File: src/rtl/paralelo_serial.sv
// Parallel-to-serial stage on clk8f: one WIDTH-bit word every WIDTH cycles, MSB first,
// with a COMMA sync preamble after reset and a self-generated word-boundary strobe.
module paralelo_serial #(
  parameter int               WIDTH      = 8,
  parameter logic [WIDTH-1:0] COMMA      = 8'hBC,
  parameter int               IDLE_WORDS = 4
) (
  input  logic             clk8f,
  input  logic             reset,
  input  logic [WIDTH-1:0] data_in,
  input  logic             valid_in,
  output logic             serial_out,
  output logic             word_tick,
  output logic             active
);

  localparam int CW  = (WIDTH > 1) ? $clog2(WIDTH) : 1;
  localparam int ICW = (IDLE_WORDS > 1) ? $clog2(IDLE_WORDS) : 1;

  typedef enum logic {ST_SYNC, ST_ACTIVE} state_t;

  state_t           r_state;
  logic [CW-1:0]    r_bit_cnt;
  logic [ICW-1:0]   r_idle_cnt;
  logic [WIDTH-1:0] r_shreg;
  logic             r_active;

  logic             w_load;
  logic [WIDTH-1:0] w_load_word;

  assign w_load = (r_bit_cnt == '0);

  // Preamble words ignore the input entirely; after sync, invalid slots become COMMA.
  always_comb begin
    w_load_word = COMMA;
    if (r_state == ST_ACTIVE && valid_in) w_load_word = data_in;
  end

  always_ff @(posedge clk8f) begin
    if (reset) begin
      r_state    <= ST_SYNC;
      r_bit_cnt  <= '0;
      r_idle_cnt <= '0;
      r_shreg    <= '0;
      r_active   <= 1'b0;
    end else begin
      r_bit_cnt <= (r_bit_cnt == CW'(WIDTH-1)) ? '0 : r_bit_cnt + 1'b1;

      if (w_load) r_shreg <= w_load_word;
      else        r_shreg <= {r_shreg[WIDTH-2:0], 1'b0};

      // The word loaded on the last preamble edge is still COMMA; data starts one word later.
      if (w_load && r_state == ST_SYNC) begin
        if (r_idle_cnt == ICW'(IDLE_WORDS-1)) begin
          r_state  <= ST_ACTIVE;
          r_active <= 1'b1;
        end else begin
          r_idle_cnt <= r_idle_cnt + 1'b1;
        end
      end
    end
  end

  assign serial_out = r_shreg[WIDTH-1];
  assign word_tick  = (r_state == ST_ACTIVE) && w_load;
  assign active     = r_active;

endmodule

File: config.mk
export PLATFORM = sky130hd
export DESIGN_NAME = paralelo_serial
export DESIGN_NICKNAME = d
export VERILOG_FILES = /design/src/rtl/paralelo_serial.sv
export SDC_FILE = /design/constraint.sdc
export NUM_CORES = 1
export LEC_CHECK = 0
export BUFFER_PORTS_ARGS = -buffer_cell sky130_fd_sc_hd__buf_2
export CORE_UTILIZATION = 50
export DETAILED_ROUTE_END_ITERATION = 8
export GPL_TIMING_DRIVEN = 0
export PLACE_DENSITY = 0.74
export RECOVER_POWER = 100
export SLEW_MARGIN = 30
export SYNTH_ARGS = -nofsm -noshare
export SYNTH_HDL_FRONTEND = slang
export SYNTH_SLANG_ARGS = --single-unit
File: constraint.sdc
create_clock -name clk8f -period 1.6 [get_ports clk8f]
set_input_delay 0.08 -clock clk8f [delete_from_list [all_inputs] [get_ports clk8f]]
set_output_delay 0.08 -clock clk8f [all_outputs]
set_load 0.01 [all_outputs]
==> results of run 1 <==
[cells in the mapped netlist (all sizes together)]
cell / number
inv: 15
and3b: 1
nor2: 2
nand2b: 3
nand4bb: 2
mux2i: 1
ha: 4
buf: 2
nor3: 1
clkbuf: 1
nor3b: 2
and2b: 1
nor4b: 1
a21oi: 1
and4b: 1
a221oi: 5
dfxtp: 14
nand2: 1
mux2: 1
nand3b: 1
o32ai: 2
nor2b: 1
[state kept, by name, summed over array words and instances, names as in the netlist]
name / cells
r_shreg: 8
r_bit_cnt: 3
active: 1
r_idle_cnt: 2
[where the power goes]
group	leakage (nW)	switching (mW)	internal (mW)
combinational	0.204	0.0612	0.0672
clock	0.0210	0.112	0.138
sequential	0.116	0.0182	0.383
total	0.340	0.192	0.589
[worst max-delay path: stages (launching register included)]
cell	delay (ps)
sky130_fd_sc_hd__dfxtp_1	330
sky130_fd_sc_hd__inv_1	60
sky130_fd_sc_hd__ha_1	280
sky130_fd_sc_hd__nor4b_2	340
sky130_fd_sc_hd__mux2_2	370
[timing repair]
item / in CTS / in global routing
setup endpoints to repair: 1 / 0
buffers inserted: 0 / 0
resized for setup: 1 / 0
[per-layer routing]
layer | global-route usage [%] | wire, um | up-vias
li1 | - | - | 245
met1 | 19.6 | 484 | 225
met2 | 34.3 | 571 | 12
met3 | 8.72 | 62 | 0
met4 | 5.17 | 0 | 0
met5 | 0 | 0 | -
[cell families after synthesis]
| group | Yosys count | share of synthesized area, % |
|---|---|---|
| AOI/OAI and AO/OA | 8 | 14.7 |
| adders and majority gates | 4 | 7.53 |
| buffers and inverters | 18 | 11.5 |
| DFF | 14 | 42.2 |
| muxes | 2 | 3.20 |
| and+or+nand+nor | 17 | 20.9 |
[worst paths after layout]
| kind | startpoint | end | slack (ps) | cells after the start |
|---|---|---|---|---|
| worst min register to register | r_shreg[4]$_SDFF_PP0_ | r_shreg[5]$_SDFF_PP0_ | 450 | 2 |
| worst max register to register | r_bit_cnt[0]$_SDFF_PP0_ | r_idle_cnt[0]$_SDFFE_PP0P_ | 120 | 4 |
| worst min-delay path | data_in[0] | r_shreg[0]$_SDFF_PP0_ | 50 | 2 |
| worst max-delay path | r_bit_cnt[0]$_SDFF_PP0_ | r_idle_cnt[0]$_SDFFE_PP0P_ | 120 | 4 |
[area by class of cell]
| class | count | area [sq um] |
|---|---|---|
| plain buffers | 3 | 12.5 |
| flip-flops and latches | 14 | 280 |
| multi-input cells | 31 | 283 |
| well taps | 14 | 17.5 |
| inverters | 15 | 56.3 |
| fillers | 106 | 428 |
| clock buffers | 4 | 36.3 |
| repair buffers | 12 | 57.6 |
[stage by stage]
| step | util (%) | worst slack [ps] | std cells | area, sq um | total power [mW] |
|---|---|---|---|---|---|
| 2_1_floorplan | - | 304 | 63 | 664 | 0.517 |
| 3_3_place_gp | 63.4 | 216 | 89 | 742 | 0.547 |
| 3_5_place_dp | 63.4 | 178 | 89 | 742 | 0.554 |
| 4_1_cts | 66.7 | 107 | 93 | 781 | 0.806 |
| 5_1_grt | 63.5 | 28.1 | 93 | 743 | 0.829 |
| 6_report | 63.5 | 117 | 93 | 743 | 0.780 |
==> run metrics, run 1 <==
status complete, no violations; Synth Register Bits 14; endpoint type of the worst setup path flip-flop; clock-pin slew of the registers on the worst-case setup and hold paths 80 ps; fraction of the yosys area taken by sequential cells 42.2%; Critical Path Start Type flip-flop; most frequent cells in the layout 15 x sky130_fd_sc_hd__inv_1, 14 x sky130_fd_sc_hd__dfxtp_1, 11 x sky130_fd_sc_hd__buf_2; via density per instance 5.18; I/O pin total 14; Ant. Diodes 0; row count 12; Cell Area, Synth 664 sq um; clock net sink count 14; die width 38.5 um; largest net degree at the start of global routing 11; Core Box Area 1170 sq um; VDD IR-drop max 0.000637 V; Ys Warns 0; die area 1480 sq um; number of design-rule violations left by the first detailed-router iteration 5; Crit path required time 1780 ps; WL final 1.12 mm; worst-margin pin slew 337 ps; Area growth, synth to finish 11.9%; initial core utilization 56.7%; buffers from clock root to sink, at most 2; ranking of synthesized cells by area sky130_fd_sc_hd__dfxtp_1 42%, sky130_fd_sc_hd__a221oi_2 11%, sky130_fd_sc_hd__inv_1 8.5%; syn nets 78; TritonCTS Buffers 3; post-detailed-route DRC marker count 0; top fanout value on the critical path 7; unrepaired setup endpoints after global routing no; remaining max-slew budget at the tightest pin 77.5%; Post-Route Setup TNS 0 ps; Synth cell types 23; Leakage 0.340 nW; post-route fraction of the period consumed by the critical path 92.7%; RePlAce Congestion 0.605; Final HPWL DP 806 um; data arrival time of the critical path 1660 ps; number of buffers inserted by hold repair at cts 0; vertical die dimension 38.5 um; commonest non-fill, non-tap cell in the layout sky130_fd_sc_hd__inv_1; GRT Residual Overflow 0; clock latency reported for the late side of the worst-skew pair 280 ps; Final Max Tran Viols 0; antenna violations before repair 0; Final setup viols 0; kind of critical path reg -> reg; cell accounting for the most synthesized area sky130_fd_sc_hd__dfxtp_1; power per unit of standard cell area 1050 nW/um^2; final setup skew 4.32 ps; net count of the finished layout 95; CTS tree yes; count of TritonRoute iterations in the first routing pass 4; Hold Path Class in -> reg; number of buffers inserted by port buffering 12; post-layout minimum cycle time 1480 ps; Fmax achieved 674 MHz; number of max-capacitance violations reported 0; routed length per instance 12.0 um; total routing resource utilization after global routing 19.1%; post-synthesis area per instance 10.5 sq um; proportion of layout cells with a drive suffix above 1 27.8%; wire length of the first global-routing pass 1.84 mm; via count 482; Post-Syn Instances 63; clock root cell sky130_fd_sc_hd__clkbuf_4; share of Yosys cell area claimed by the top area cell type 42.2%; H-tree depth 1; final antenna-violating net count 0; final-report hold violation count 0; vias in the first global route 443; post-route worst hold slack 48.0 ps
Note: power is estimated with default switching activity, not from simulation.
==> run 2: changes to the inputs <==
- BUFFER_PORTS_ARGS: -buffer_cell sky130_fd_sc_hd__buf_2 -> unset
- CORE_AREA: unset -> 2 2 39 41
- CORE_UTILIZATION: 50 -> unset
- DIE_AREA: unset -> 0 0 41 43
- DONT_BUFFER_PORTS: unset -> 1
- PLACE_DENSITY: 0.74 -> unset
==> run 2 against run 1 <==
Against the previous run:
- hold slack gained 200 ps
- sequential share of layout area fell by 1.0 points
- via count fell by 8.1%
==> run metrics, run 2 (synthesis results as in run 1) <==
Post-Route Setup TNS 0 ps; clock net sink count 14; Hold Crit Depth 3; register with the most flip-flops r_shreg; antenna violations before repair 0; remaining max-slew budget at the tightest pin 76.9%; number of max-capacitance violations reported 0; proportion of layout cells with a drive suffix above 1 14.7%; Crit path required time 1760 ps; Fmax achieved 680 MHz; Finished Cell Area 764 sq um; Final Max Tran Viols 0; source of the worst hold timing path reset; post-detailed-route DRC marker count 0; post-route fraction of the period consumed by the critical path 91.9%; RePlAce Congestion 0.597; die width 41 um; clock root cell sky130_fd_sc_hd__clkbuf_4; count of TritonRoute iterations in the first routing pass 4; post-layout minimum cycle time 1470 ps; number of buffers inserted by port buffering 0; buffers from clock root to sink, at most 2; power per unit of standard cell area 940 nW/um^2; TritonCTS Buffers 3; total routing resource utilization after global routing 14.4%; CTS tree yes; terminating pin of the worst hold path r_idle_cnt[0]$_SDFFE_PP0P_; H-tree depth 1; data arrival time of the critical path 1630 ps; commonest non-fill, non-tap cell in the layout sky130_fd_sc_hd__inv_1; most frequent cells in the layout 15 x sky130_fd_sc_hd__inv_1, 14 x sky130_fd_sc_hd__dfxtp_1, 9 x sky130_fd_sc_hd__dlygate4sd3_1; via count 443; kind of critical path reg -> reg; largest net degree at the start of global routing 11; worst-margin pin slew 347 ps; Overall Power 0.718 mW; endpoint type of the worst setup path flip-flop; routed length per instance 11.8 um; final-report hold violation count 0; final design utilization 55.2%; Hold Path Class in -> reg; GRT Residual Overflow 0; post-placement setup slack 206 ps; setup slack of the worst register-to-register path 130 ps; unrepaired setup endpoints after global routing no; I/O pin total 14; wire length of the first global-routing pass 1.66 mm; final setup margin 129 ps; R2R cell count 4; clock-pin slew of the registers on the worst-case setup and hold paths 80 ps; largest registers ranked by flip-flop count r_shreg: 8 flops, r_bit_cnt: 3 flops, r_idle_cnt: 2 flops; WL final 1.08 mm; vertical die dimension 43 um; VDD IR-drop max 0.000394 V; top fanout value on the critical path 7; net count of the finished layout 92; final setup skew 2.90 ps; startpoint of the lowest-slack register-to-register path r_bit_cnt[0]$_SDFF_PP0_; Final setup viols 0; Ant. Diodes 0; area post-placement 684 sq um; via density per instance 4.87; status complete, no violations; die area 1760 sq um; final antenna-violating net count 0; R2R Path End r_idle_cnt[0]$_SDFFE_PP0P_; number of design-rule violations left by the first detailed-router iteration 3; Leakage 0.327 nW; Core Box Area 1380 sq um; clock latency reported for the late side of the worst-skew pair 270 ps; Critical Path Start Type flip-flop; Area growth, synth to finish 15.1%; Final HPWL DP 754 um; vias in the first global route 416; initial core utilization 48.0%; row count 14; number of flip-flops in the largest register 8
[run 2: area by class of cell]
type / instances / area, sq um
fill: 145 / 619
sequential: 14 / 280
inverter: 15 / 56.3
timing repair buffer: 9 / 90.1
clock buffer: 3 / 22.5
buffer: 3 / 12.5
multi-input combinational: 31 / 283
tap: 16 / 20.0
[run 2: repair_timing]
item / 4_1_cts / 5_1_grt
hold buffers: 9 / 0
resized for setup: 0 / 1
endpoints found under the setup margin: 0 / 1
setup buffers: 0 / 0
endpoints found under the hold margin: 8 / 0
[run 2: layer usage]
metal,global-route usage (%),routed length (um)
met2,19.4,485
met1,18.5,526
met3,3.14,53
met5,0,0
met4,12.0,9
[run 2: worst max path at each step]
stage,from,to,slack (ps)
6_report,r_bit_cnt[0]$_SDFF_PP0_,r_idle_cnt[0]$_SDFFE_PP0P_,130
5_1_grt,r_bit_cnt[0]$_SDFF_PP0_,r_idle_cnt[0]$_SDFFE_PP0P_,40
4_1_cts,r_bit_cnt[0]$_SDFF_PP0_,word_tick,50
3_5_place_dp,r_bit_cnt[0]$_SDFF_PP0_,r_idle_cnt[0]$_SDFFE_PP0P_,210
3_3_place_gp,r_bit_cnt[0]$_SDFF_PP0_,r_idle_cnt[0]$_SDFFE_PP0P_,210
2_1_floorplan,r_bit_cnt[0]$_SDFF_PP0_,r_idle_cnt[0]$_SDFFE_PP0P_,300
[run 2: per-stage QoR]
stage               std cells  hold slack [ps]
CTS                        91              223
global route               91              274
detailed placement         79              242
finish                     91              251
floorplan                  63              233
global placement           79              240
[run 2: where the power goes]
part	switching, mW	leakage (nW)	internal, mW
logic	0.0557	0.198	0.0727
clock network	0.100	0.0138	0.0869
registers	0.0194	0.116	0.383
total	0.176	0.327	0.543
[run 2: worst max-delay path, cell delays in order (launching register included)]
cell and delay (ps):
sky130_fd_sc_hd__dfxtp_1 330, sky130_fd_sc_hd__inv_1 60, sky130_fd_sc_hd__ha_1 270, sky130_fd_sc_hd__nor4b_2 340, sky130_fd_sc_hd__mux2_2 370
==> run 3: changes to the inputs <==
- RECOVER_POWER: 100 -> 50
==> run 3 against run 2 <==
Against the previous run:
- critical path depth did not move
- combinational power is 12% higher
- core utilization rose by 2.5 points
- maximum frequency grew 3.6%
- critical endpoint unchanged
- clock skew about the same
- routed wire length down 2.7%
- count of clock-buffer cells in the layout is the same
- register-to-register slack improved by 50 ps
- critical path type unchanged
==> run metrics, run 3 (synthesis results as in run 1) <==
proportion of layout cells with a drive suffix above 1 20.0%; number of buffers inserted by port buffering 0; delay of the slowest critical-path stage 360 ps; clock net sink count 14; cells along the critical path inv_1 -> ha_1 -> nor4b_4 -> mux2_2; Area growth, synth to finish 20.3%; Fmax achieved 704 MHz; RePlAce Congestion 0.597; net count of the finished layout 92; Final Max Tran Viols 0; top fanout value on the critical path 7; gate family responsible for the most delay along the worst path multiplexers; terminating pin of the worst hold path r_shreg[7]$_SDFF_PP0_; R2R Path End r_idle_cnt[0]$_SDFFE_PP0P_; Critical Path Start Type flip-flop; unrepaired setup endpoints after global routing no; routed length per instance 11.5 um; Hold Path Class in -> reg; final-report hold violation count 0; post-route fraction of the period consumed by the critical path 88.7%; setup slack of the worst register-to-register path 180 ps; power per unit of standard cell area 918 nW/um^2; R2R cell count 4; via density per instance 4.92; Setup Fix Bufs, Post-CTS 0; VDD IR-drop max 0.000398 V; clock latency reported for the late side of the worst-skew pair 270 ps; row count 14; status complete, no violations; register with the most flip-flops r_shreg; die width 41 um; wire length of the first global-routing pass 1.66 mm; number of flip-flops in the largest register 8; worst-margin pin slew 310 ps; number of max-capacitance violations reported 0; TritonCTS Buffers 3; Leakage 0.344 nW; Post-Route Setup TNS 0 ps; final std cells w/o fill 91; number of design-rule violations left by the first detailed-router iteration 2; I/O pin total 14; largest registers ranked by flip-flop count r_shreg: 8 flops, r_bit_cnt: 3 flops, r_idle_cnt: 2 flops; CTS tree yes; antenna violations before repair 0; Ant. Diodes 0; largest net degree at the start of global routing 11; endpoint type of the worst setup path flip-flop; clock-pin slew of the registers on the worst-case setup and hold paths 80 ps; most frequent cells in the layout 15 x sky130_fd_sc_hd__inv_1, 14 x sky130_fd_sc_hd__dfxtp_1, 9 x sky130_fd_sc_hd__dlygate4sd3_1; data arrival time of the critical path 1580 ps; Hold Crit Depth 3; post-layout minimum cycle time 1420 ps; H-tree depth 1; critical-path cell with the highest stage delay sky130_fd_sc_hd__mux2_2; buffers from clock root to sink, at most 2; Final HPWL DP 754 um; Final setup viols 0; initial core utilization 48.0%; Core Box Area 1380 sq um; GRT Residual Overflow 0; final antenna-violating net count 0; remaining max-slew budget at the tightest pin 79.3%; source of the worst hold timing path valid_in; startpoint of the lowest-slack register-to-register path r_bit_cnt[0]$_SDFF_PP0_; vertical die dimension 43 um; via count 448; final setup skew 2.40 ps; WL final 1.05 mm; number of inserted filler cells in the final layout 145; total routing resource utilization after global routing 14.4%; die area 1760 sq um; post-detailed-route DRC marker count 0; count of TritonRoute iterations in the first routing pass 3; clock root cell sky130_fd_sc_hd__clkbuf_4; dpl cells 79; CP Buf/Inv Count 1; kind of critical path reg -> reg; commonest non-fill, non-tap cell in the layout sky130_fd_sc_hd__inv_1; Crit path required time 1760 ps; vias in the first global route 416
## run 3: changes by cell type in the layout (fill, tap and decap cells not counted)
cell / previous run / this run
sky130_fd_sc_hd__a221oi_1: 3 / 0
sky130_fd_sc_hd__a221oi_2: 2 / 5
sky130_fd_sc_hd__buf_6: 0 / 1
sky130_fd_sc_hd__clkbuf_1: 2 / 1
sky130_fd_sc_hd__nor4b_2: 1 / 0
sky130_fd_sc_hd__nor4b_4: 0 / 1
## run 3: final cells by class
cell class | instances | area, sq um | area share, %
Buffer | 3 | 20.0 | 2.50
Multi-Input combinational cell | 31 | 310 | 38.8
Sequential cell | 14 | 280 | 35.1
Clock buffer | 3 | 22.5 | 2.82
Inverter | 15 | 56.3 | 7.04
Timing Repair Buffer | 9 | 90.1 | 11.3
Tap cell | 16 | 20.0 | 2.50
## run 3: worst max-delay path by stage
stage / startpoint / to / depth (start not counted)
finish: r_bit_cnt[0]$_SDFF_PP0_ / r_idle_cnt[0]$_SDFFE_PP0P_ / 4
detailed placement: r_bit_cnt[0]$_SDFF_PP0_ / r_idle_cnt[0]$_SDFFE_PP0P_ / 4
floorplan: r_bit_cnt[0]$_SDFF_PP0_ / r_idle_cnt[0]$_SDFFE_PP0P_ / 4
CTS: r_bit_cnt[0]$_SDFF_PP0_ / word_tick / 4
global placement: r_bit_cnt[0]$_SDFF_PP0_ / r_idle_cnt[0]$_SDFFE_PP0P_ / 4
global route: r_bit_cnt[0]$_SDFF_PP0_ / word_tick / 4
## run 3: metal layers
layer / vias to the layer above / part of all wire, % / track usage (%)
li1: 242 / - / -
met1: 196 / 49 / 18.5
met2: 8 / 45 / 19.4
met3: 2 / 4.7 / 3.14
met4: 0 / 0.86 / 12.0
met5: - / 0 / 0
## run 3: timing repair
| item | CTS | global route |
|---|---|---|
| resized for setup | 0 | 1 |
| hold buffers | 9 | 0 |
| setup endpoints to repair | 0 | 1 |
| endpoints found under the hold margin | 8 | 0 |
## run 3: power breakdown
part | internal, mW | leakage, nW | switching [mW]
Sequential | 0.383 | 0.116 | 0.0203
Combinational | 0.0817 | 0.214 | 0.0616
Clock | 0.0869 | 0.0138 | 0.100
## run 3: worst reg2reg max path, cell delays in order (launching register included)
cell and delay [ps]:
sky130_fd_sc_hd__dfxtp_1 330, sky130_fd_sc_hd__inv_1 60, sky130_fd_sc_hd__ha_1 280, sky130_fd_sc_hd__nor4b_4 290
sky130_fd_sc_hd__mux2_2 360
## run 3: stage by stage
stage / hold slack, ps / utilization [%] / total power, mW / worst slack [ps] / area, sq um
floorplan: 233 / - / 0.517 / 304 / 664
global placement: 240 / 49.5 / 0.536 / 206 / 684
detailed placement: 242 / 49.5 / 0.539 / 206 / 684
CTS: 223 / 57.6 / 0.748 / 50.5 / 797
global route: 220 / 57.8 / 0.787 / 70.2 / 800
finish: 231 / 57.8 / 0.734 / 180 / 800
